<file path="src/rtl/alu_pkg.sv">
// rtl/alu_pkg.sv - shared operation encodings and width for the 64-bit ALU
package alu_pkg;

  typedef enum logic [1:0] {
    OP_NOR = 2'b00,
    OP_XOR = 2'b01,
    OP_ADD = 2'b10,
    OP_SUB = 2'b11
  } alu_op_e;

  localparam int ALU_WIDTH = 64;

endpackage

</file>
<file path="src/rtl/alu_1bit.sv">
// rtl/alu_1bit.sv - one ALU slice: NOR, XOR, full add or full subtract
module alu_1bit
  import alu_pkg::*;
(
  input  logic       x,
  input  logic       y,
  input  logic       cin,
  input  logic [1:0] op,
  output logic       s,
  output logic       cout
);

  always_comb begin
    s    = 1'b0;
    cout = 1'b0;
    case (op)
      OP_NOR: s = ~(x | y);
      OP_XOR: s = x ^ y;
      OP_ADD: begin
        s    = x ^ y ^ cin;
        cout = (x & y) | (cin & (x ^ y));
      end
      OP_SUB: begin
        // cin carries the borrow-in here; cout is the borrow-out
        s    = x ^ y ^ cin;
        cout = (~x & y) | (~(x ^ y) & cin);
      end
      default: begin
        s    = 1'b0;
        cout = 1'b0;
      end
    endcase
  end

endmodule

</file>
<file path="src/rtl/alu_64bit.sv">
// rtl/alu_64bit.sv - ripple-chained 64-bit ALU with registered result and carry
module alu_64bit
  import alu_pkg::*;
#(
  parameter int WIDTH = ALU_WIDTH
) (
  input  logic             clk,
  input  logic             rst_n,
  input  logic [WIDTH-1:0] a,
  input  logic [WIDTH-1:0] b,
  input  logic             cin,
  input  logic [1:0]       op,
  output logic [WIDTH-1:0] s,
  output logic             cout
);

  logic [WIDTH:0]   carry;
  logic [WIDTH-1:0] sum;
  logic [WIDTH-1:0] s_d, s_q;
  logic             cout_d, cout_q;

  assign carry[0] = cin;

  for (genvar i = 0; i < WIDTH; i++) begin : g_slice
    alu_1bit u_slice (
      .x    (a[i]),
      .y    (b[i]),
      .cin  (carry[i]),
      .op   (op),
      .s    (sum[i]),
      .cout (carry[i+1])
    );
  end

  // Logic ops never report a carry, whatever the slices leave on the chain
  always_comb begin
    s_d    = sum;
    cout_d = 1'b0;
    if (op == OP_ADD || op == OP_SUB) cout_d = carry[WIDTH];
  end

  always_ff @(posedge clk or negedge rst_n) begin
    if (!rst_n) begin
      s_q    <= '0;
      cout_q <= 1'b0;
    end else begin
      s_q    <= s_d;
      cout_q <= cout_d;
    end
  end

  assign s    = s_q;
  assign cout = cout_q;

endmodule

</file>
<file path="config.mk">
export PLATFORM = sky130hd
export DESIGN_NAME = alu_64bit
export DESIGN_NICKNAME = d
export VERILOG_FILES = /design/src/rtl/alu_pkg.sv /design/src/rtl/alu_1bit.sv /design/src/rtl/alu_64bit.sv
export SDC_FILE = /design/constraint.sdc
export NUM_CORES = 1
export LEC_CHECK = 0
export BUFFER_PORTS_ARGS = -buffer_cell sky130_fd_sc_hd__buf_2
export CAP_MARGIN = 20
export CORE_MARGIN = 2
export CORE_UTILIZATION = 39
export CTS_BUF_LIST = sky130_fd_sc_hd__clkbuf_2 sky130_fd_sc_hd__clkbuf_4 sky130_fd_sc_hd__clkbuf_8
export DETAILED_ROUTE_END_ITERATION = 8
export RECOVER_POWER = 25
export SYNTH_ARGS = -nofsm -noshare
export SYNTH_HDL_FRONTEND = slang
export SYNTH_HIERARCHICAL = 1
export SYNTH_SLANG_ARGS = --single-unit
</file>
<file path="constraint.sdc">
create_clock -name clk -period 0.8 [get_ports clk]
set_input_delay 0.08 -clock clk [delete_from_list [all_inputs] [get_ports clk]]
set_output_delay 0.08 -clock clk [all_outputs]
set_load 0.05 [all_outputs]
</file>
==> impl_metrics.csv, run 1 <==
group,metric,value,unit
outcome,status,"finished with violations",
outcome,violations,"negative setup slack",
hold_path,min_path_type,"in2reg",
die,die_w,148,um
timing,rsz0062_at_grt,"yes",
routing,drc,0,
timing,worst_slew_pin_slew,0.739,ns
routing,firstDrtPassIters,4,
run,max_cap_violations,0,
cells_and_area,final_common_cell,"buf_4",
timing,drv_slew,0,
timing,finalHoldViolCount,0,
power_and_ir_drop,ir_drop,0.712,mV
die,chipHeight,148,um
power_and_ir_drop,power_density,1150,nW/um2
place,place_congestion,0.757,
synth,synthTopCellsByArea,"fa_1, dfrtp_1, ha_1",
timing,fin_ws,-41.71,ns
worst_setup_path,critical_path_class,"in2reg",
place,port_buffers,197,
hold_path,worstHoldStart,"a[48]",
synth,synth_area,8060,um2
clocking,h-tree-depth,3,
global_routing,antenna_found_initial,5,
synth,synth.mux.area_fraction,7.95,%
synth,synth-simple-area-share,10.5,%
worst_setup_path,start_kind,"input pin",
hold_path,worstHoldPathCells,4,
routing,drtIter0Drc,122,
synth,yosys.area.top_type,"fa_1",
synth,synth_compound_area_share,10.7,%
place,dpl_cell_area,11500,um2
routing,via_per_inst,4.46,
synth,synth_cells,811,
cells_and_area,drive_above_1_share,50.6,%
synth,synth_top_cell_area_share,31.8,%
die,start_util,39.8,%
synth,ys_seq_elements,65,
global_routing,grt_usage,19.3,%
die,num_io_pins,198,
synth,syn_nets,1136,
global_routing,grt_max_degree,54,
cells_and_area,fin_nets,1558,
die,die_area,21800,um2
clocking,cts_tree,"yes",
clocking,cts-root-buf,"clkbuf_8",
routing,wl,20100,um
routing,postRouteAntennaNets,0,
worst_setup_path,path_depth,229,
global_routing,grt_pass1_wl,33600,um
clocking,path_clk_slew,0.09,ns
synth,yosysUniqueCellTypes,11,
timing,setup_viol,130,
worst_setup_path,endpoint_kind,"register",
power_and_ir_drop,cellLeakagePower,0.00669,uW
worst_setup_path,cpMostUsedCell,"buf_4",
timing,slew_headroom,50.8,%
cells_and_area,mostFrequentLayoutCells,"buf_4, inv_1, buf_2",
clocking,cts_buffers,9,
place,dp_hpwl,15000,um
die,rows,52,
synth,ys_seq_area_share,20.2,%
global_routing,gr-total-overflow,0,
synth,yosys_warnings,6,
timing,finalCriticalPeriod,42.51,ns
worst_setup_path,max_stage_delay,0.39,ns
cells_and_area,syn_to_final_growth,56.7,%
routing,wl_per_cell,13.3,um
hold_path,holdPathEnd,"s[48]",
synth,synth_fa_ha_area_share,41.8,%
routing,via_count,6748,
worst_setup_path,cp_slowest_cell,"fa_2",
timing,finalCritPeriodShare,5310,%
worst_setup_path,crit_buf_inv,59,
clocking,clk_path_buf_depth,2,
worst_setup_path,cp.arrival,42.78,ns
worst_setup_path,crit_path_max_fanout,2,
synth,synth_top_family_by_area,"adder cells",
global_routing,grt_pass1_vias,7174,
worst_setup_path,critical_path_required,1.07,ns
die,core_area,20200,um2
worst_setup_path,crit_family,"adder cells",
synth,synthXorXnorAreaFrac,0,%
timing,fmax,23.5,MHz
clocking,clkSinkCount,65,
timing,setup_tns,-1371.41,ns
synth,postSynthAreaPerCell,9.93,um2
cells_and_area,final_area,12600,um2
-- how the worst max path moves through the flow --
| stage | from | to |
|---|---|---|
| after floorplan | a[0] | cout |
| after global placement | a[0] | cout |
| after detailed placement | a[0] | cout |
| after CTS | a[0] | cout |
| after global routing | a[0] | cout |
| final | a[0] | cout |
-- worst min-delay path: stages --
cell     delay [ns]
buf_2          0.10
fa_1           0.15
nand2_1        0.04
o21ai_1        0.06
-- metrics by stage --
stage                     utilization (%)  instances  worst slack [ns]  hold slack, ns  total power [uW]
after detailed placement             56.7       1464            -42.15         -0.0390             10800
final                                62.4       1512            -41.71          0.0908             14600
after global routing                 62.4       1511            -43.41           0.110             15600
after CTS                            60.9       1491            -41.56          0.0556             14600
after global placement               56.7       1464            -41.55         -0.0419             10700
after floorplan                         -        811            -39.55          -0.216              7980
-- routing by layer --
layer  global-route usage (%)  up-vias  wire length (um)
met1                     23.6     3273              8280
li1                         -     3332                 -
met5                        0        -                 0
met2                     33.7      120             10500
met3                     4.26       23               972
met4                     6.92        0               357
-- logic make-up after synthesis --
logic type | after synthesis
AOI/OAI and AO/OA | 128
and+or+nand+nor | 170
muxes | 64
buffers and inverters | 192
adders and majority gates | 192
DFF | 65
-- what timing repair did --
action                     CTS  global route
hold endpoints to repair    65             0
resized for setup          159            52
buffers inserted             7            19
gates cloned                 4             1
pin swaps                   26            16
hold buffers                 1             0
setup endpoints to repair  130           130
-- state kept, by name, summed over array words and instances (netlist names) --
register,cells
cout,1
s,64
-- report_power, final --
part | total [uW] | leakage [uW] | internal, uW | switching, uW
Combinational | 7810 | 0.00580 | 3470 | 4330
Sequential | 3970 | 0.000795 | 3740 | 231
Clock | 2790 | 0.0000942 | 1210 | 1570
-- layout make-up --
cell class                 count  area [um2]
antenna                        4        10.0
clock buffer                  12         146
clock inverter                 4        20.0
fill                        1639        7610
inverter                     192         723
multi-input combinational    554        6460
sequential                    65        1630
tap                          270         338
timing repair buffer         411        3300
-- synthesized netlist by cell type, drive strengths merged --
cell	instances
fa	128
ha	64
inv	192
o211a	23
nand2	87
mux2i	64
o21ai	64
a21boi	41
nand2b	82
dfrtp	65
and2	1
No activity file was read; power rests on OpenSTA's default activity.
==> run 2: changes to the inputs <==
ABC_AREA = 1   (was not set)
==> impl_metrics.csv, run 2 <==
group,metric,value,unit
power_and_ir_drop,cellLeakagePower,0.00687,uW
cells_and_area,final_common_cell,"inv_1",
cells_and_area,largest_reg_flops,64,
timing,finalHoldViolCount,0,
clocking,h-tree-depth,3,
worst_setup_path,cp.arrival,41.07,ns
worst_setup_path,cp_slowest_cell,"fa_1",
synth,synth_top_cell_area_share,30.9,%
synth,ys_seq_elements,65,
global_routing,grt_max_degree,149,
worst_setup_path,cpMostUsedCell,"nor2_2",
die,rows,53,
timing,fin_hold_ws,0.139,ns
synth,yosys.area.top_type,"fa_1",
routing,via_count,7964,
timing,finalCritPeriodShare,5100,%
global_routing,grt_pass1_vias,7583,
worst_setup_path,crit_path_max_fanout,2,
routing,wl_per_cell,12.1,um
power_and_ir_drop,power.total,15400,uW
die,num_io_pins,198,
synth,synth_flop_cell,"dfrtp_1",
synth,postSynthAreaPerCell,7.59,um2
die,die_area,22400,um2
routing,drc,0,
cells_and_area,mostFrequentLayoutCells,"inv_1, nand2_1, buf_4",
place,port_buffers,197,
run,max_cap_violations,0,
cells_and_area,final_util,62.0,%
timing,setup_tns,-1328.42,ns
routing,firstDrtPassIters,4,
place,place_inst,1739,
global_routing,grt_pass1_wl,33800,um
die,start_util,39.5,%
synth,async_flop_share,100,%
clocking,clk_path_buf_depth,2,
synth,yosysUniqueCellTypes,7,
timing,setup_viol,129,
place,dp_hpwl,14800,um
place,place_congestion,0.768,
synth,syn_nets,1416,
timing,fin_ws,-40.03,ns
synth,synth-edff-count,0,
worst_setup_path,endpoint_kind,"register",
global_routing,gr-total-overflow,0,
outcome,violations,"negative setup slack",
cells_and_area,seq_area,1630,um2
timing,worst_slew_pin_slew,0.867,ns
worst_setup_path,start_kind,"input pin",
timing,slew_headroom,42.2,%
cells_and_area,finalNonFillerCells,1801,
routing,wl,21900,um
routing,postRouteAntennaNets,0,
cells_and_area,drive_above_1_share,48.0,%
worst_setup_path,critical_path_required,1.04,ns
timing,drv_slew,0,
die,chipHeight,150,um
timing,fmax,24.5,MHz
cells_and_area,n_fill_cell,1863,
routing,drtIter0Drc,205,
die,die_w,150,um
global_routing,antenna_found_initial,5,
clocking,cts_tree,"yes",
synth,synth_commonest_cells,"inv_1, nand2_1, nor2_1",
die,core_area,21000,um2
synth,yosys_warnings,6,
routing,via_per_inst,4.42,
cells_and_area,syn_to_final_growth,57.0,%
clocking,clkSinkCount,65,
timing,finalCriticalPeriod,40.83,ns
global_routing,grt_usage,18.7,%
synth,synthTopCellsByArea,"fa_1, dfrtp_1, inv_1",
outcome,status,"finished with violations",
clocking,cts-root-buf,"clkbuf_8",
synth,synth_cells,1091,
worst_setup_path,critical_path_class,"in2reg",
power_and_ir_drop,power_density,1180,nW/um2
cells_and_area,fin_nets,1841,
timing,rsz0062_at_grt,"yes",
worst_setup_path,max_stage_delay,0.42,ns
synth,synth_area,8280,um2
clocking,cts_buffers,9,
cells_and_area,multi_input_area,6520,um2
synth,ys_seq_area_share,19.6,%
power_and_ir_drop,ir_drop,0.510,mV
clocking,path_clk_slew,0.08,ns
hold_path,min_path_type,"in2reg",
==> run 2: cell types whose count changed in the layout (fill, tap and decap cells not counted), moves of 23 or more <==
| cell | before | now |
|---|---|---|
| nand3_1 | 0 | 117 |
| mux2i_1 | 64 | 0 |
| inv_1 | 160 | 242 |
| nand2b_4 | 42 | 0 |
| nand2_1 | 85 | 231 |
| nand2b_1 | 40 | 0 |
| a21boi_2 | 32 | 0 |
| o211a_1 | 23 | 0 |
| o21ai_1 | 61 | 0 |
| nor2_2 | 0 | 107 |
| fa_1 | 48 | 2 |
| nor2_1 | 0 | 68 |
| fa_2 | 80 | 126 |
| nand2_2 | 2 | 26 |
==> run 2: final timing paths <==
path                       start    end  slack (ns)  cells past startpoint
setup / recovery            a[0]  s[63]      -40.03                    270
hold / removal             a[22]  s[22]        0.14                      4
max in group asynchronous  rst_n  s[60]        0.08                      3
min in group asynchronous  rst_n   s[1]        0.31                      3
==> run 2: critical path: cells and delay by family <==
kind / cells / cell delay (ns)
adder cells (fa/ha/maj): 64 / 21.18
AND/OR/NAND/NOR: 128 / 10.05
buffers and inverters: 78 / 9.62
==> run 2: cells by family (layout without fill, tap and decap cells) <==
kind of cell | count (synthesis) | in the layout | share of synthesized area [%]
simple gates | 577 | 577 | 28.1
buf+inv | 257 | 687 | 11.7
fa+ha+maj | 192 | 192 | 40.6
flops | 65 | 65 | 19.6
other cells | 0 | 5 | 0
==> run 2: layer usage <==
metal	wire length, um	track usage (%)	vias to the layer above
met5	0	0	-
met4	363	5.38	0
met3	1370	4.94	17
met2	11300	33.0	138
met1	8880	22.5	3790
li1	-	-	4019
==> run 2: cell type report <==
| cell class | count | area share (%) |
|---|---|---|
| multi-input combinational | 769 | 50.2 |
| timing repair buffer | 414 | 25.6 |
| sequential | 65 | 12.5 |
| inverter | 257 | 7.42 |
| tap | 275 | 2.65 |
| clock buffer | 13 | 1.23 |
| clock inverter | 3 | 0.308 |
| antenna | 5 | 0.0963 |
==> run 2: timing repair <==
item                       CTS  global route
setup buffers               28            17
pin swaps                   48            48
gates cloned                 0             7
hold buffers                 1             0
gates resized for setup    206           176
hold endpoints to repair    65             0
setup endpoints to repair  130           130
==> run 2: metrics by stage <==
| step | area [um2] | setup WS (ns) |
|---|---|---|
| floorplan | 8600 | -36.68 |
| global placement | 11300 | -39.82 |
| detailed placement | 11300 | -40.49 |
| CTS | 12300 | -39.31 |
| global route | 13000 | -42.22 |
| finish | 13000 | -40.03 |
==> run 2: where the power goes <==
group          switching (uW)  internal (uW)  leakage, uW  total [uW]
logic                    4820           3470      0.00596        8280
clock network            1500           1630     0.000108        3120
registers                 237           3760     0.000797        3990
==> run 3: changes to the inputs <==
SETUP_SLACK_MARGIN = 0.15   (was not set)
==> impl_metrics.csv, run 3 (synthesis results as in run 2) <==
group,metric,value,unit
clocking,h-tree-depth,3,
cells_and_area,finalNonFillerCells,1785,
routing,wl_per_cell,11.3,um
power_and_ir_drop,power_density,1270,nW/um2
clocking,path_clk_slew,0.09,ns
run,max_cap_violations,0,
global_routing,grtUsageMet3,4.18,%
global_routing,grt_max_degree,156,
cells_and_area,mostFrequentLayoutCells,"inv_1, nand2_1, buf_4",
worst_setup_path,cp_slowest_cell,"fa_2",
hold_path,worstHoldStart,"a[36]",
worst_setup_path,crit_buf_inv,71,
routing,drc,0,
worst_setup_path,crit_path_max_fanout,2,
place,place_inst,1740,
die,die_w,150,um
clocking,cts_buffers,9,
worst_setup_path,critical_path_required,1.06,ns
outcome,violations,"negative setup slack",
power_and_ir_drop,cellLeakagePower,0.00671,uW
outcome,status,"finished with violations",
global_routing,grt_pass1_wl,33200,um
routing,wl,20200,um
routing,drtIter0Drc,249,
power_and_ir_drop,ir_drop,0.679,mV
timing,setup_viol,129,
timing,finalCritPeriodShare,5250,%
hold_path,worstHoldPathCells,4,
worst_setup_path,cp.arrival,42.30,ns
worst_setup_path,max_stage_delay,0.40,ns
clocking,clk_path_buf_depth,2,
timing,drv_slew,0,
hold_path,min_path_type,"in2reg",
clocking,cts_tree,"yes",
timing,rsz0062_at_grt,"yes",
timing,fin_ws,-41.24,ns
cells_and_area,syn_to_final_growth,54.0,%
die,num_io_pins,198,
die,core_area,21000,um2
worst_setup_path,setup.worst_path.start,"a[0]",
place,pre_cts_ws,-40.43,ns
cells_and_area,drive_above_1_share,48.4,%
hold_path,holdPathEnd,"s[36]",
global_routing,grt_usage,18.2,%
global_routing,grt_pass1_vias,7604,
worst_setup_path,path_depth,264,
cells_and_area,final_common_cell,"inv_1",
cells_and_area,largest_reg_flops,64,
routing,firstDrtPassIters,6,
timing,slew_headroom,50.6,%
die,die_area,22400,um2
die,chipHeight,150,um
timing,worst_slew_pin_slew,0.742,ns
routing,via_per_inst,4.37,
timing,fin_hold_ws,0.104,ns
global_routing,antenna_found_initial,3,
worst_setup_path,critical_path_class,"in2reg",
global_routing,gr-total-overflow,0,
timing,fmax,23.8,MHz
place,dp_hpwl,14700,um
clocking,cts-root-buf,"clkbuf_8",
routing,via_count,7801,
die,start_util,39.5,%
global_routing,grtUsageMet2,31.9,%
die,rows,53,
place,place_congestion,0.810,
worst_setup_path,crit_family,"adder cells",
place,port_buffers,197,
global_routing,grt-busiest-layer,"met2",
routing,postRouteAntennaNets,0,
clocking,clkSinkCount,65,
cells_and_area,fin_nets,1828,
timing,finalHoldViolCount,0,
timing,finalCriticalPeriod,42.04,ns
worst_setup_path,start_kind,"input pin",
worst_setup_path,endpoint_kind,"register",
timing,setup_tns,-1353.53,ns
worst_setup_path,cpMostUsedCell,"nor2_2",
global_routing,grt_use_met1,22.3,%
[run 3: worst max path at each step]
stage	end
2_1_floorplan	cout
4_1_cts	s[63]
3_3_place_gp	cout
6_report	cout
5_1_grt	cout
3_5_place_dp	cout
[run 3: per-layer routing]
metal	wire length, um	vias to the layer above
li1	-	3985
met4	406	0
met2	10200	138
met1	8310	3656
met3	1280	22
met5	0	-
[run 3: layout make-up]
class,instances,area [um2]
fillers,1874,8200
multi-input cells,769,6400
repair buffers,401,3050
flip-flops and latches,65,1710
inverters,257,965
well taps,275,344
clock buffers,11,151
clock inverters,5,125
diodes,2,5.00
[run 3: tightest hold or removal path, cell delays in order]
cell and delay, ns:
buf_2 0.10, fa_1 0.15, nand2_1 0.05, nand3_1 0.05
[run 3: through the flow]
stage                     utilization [%]  instance area, um2  power, uW
after floorplan                         -                8680       8090
after global placement               54.4               11400      10800
after detailed placement             54.4               11400      10900
after CTS                            58.2               12200      15900
after global routing                 60.9               12800      17300
final                                60.9               12800      16100
[run 3: repair_timing]
item,CTS,global route
resized for setup,145,151
setup buffers,6,20
setup endpoints to repair,130,130
endpoints found under the hold margin,65,0
pin swaps,12,73
hold buffers,1,0
[run 3: power breakdown]
| part | switching [uW] | leakage, uW | internal, uW |
|---|---|---|---|
| Combinational | 4700 | 0.00585 | 3270 |
| Sequential | 243 | 0.000723 | 3840 |
| Clock | 1520 | 0.000140 | 2560 |
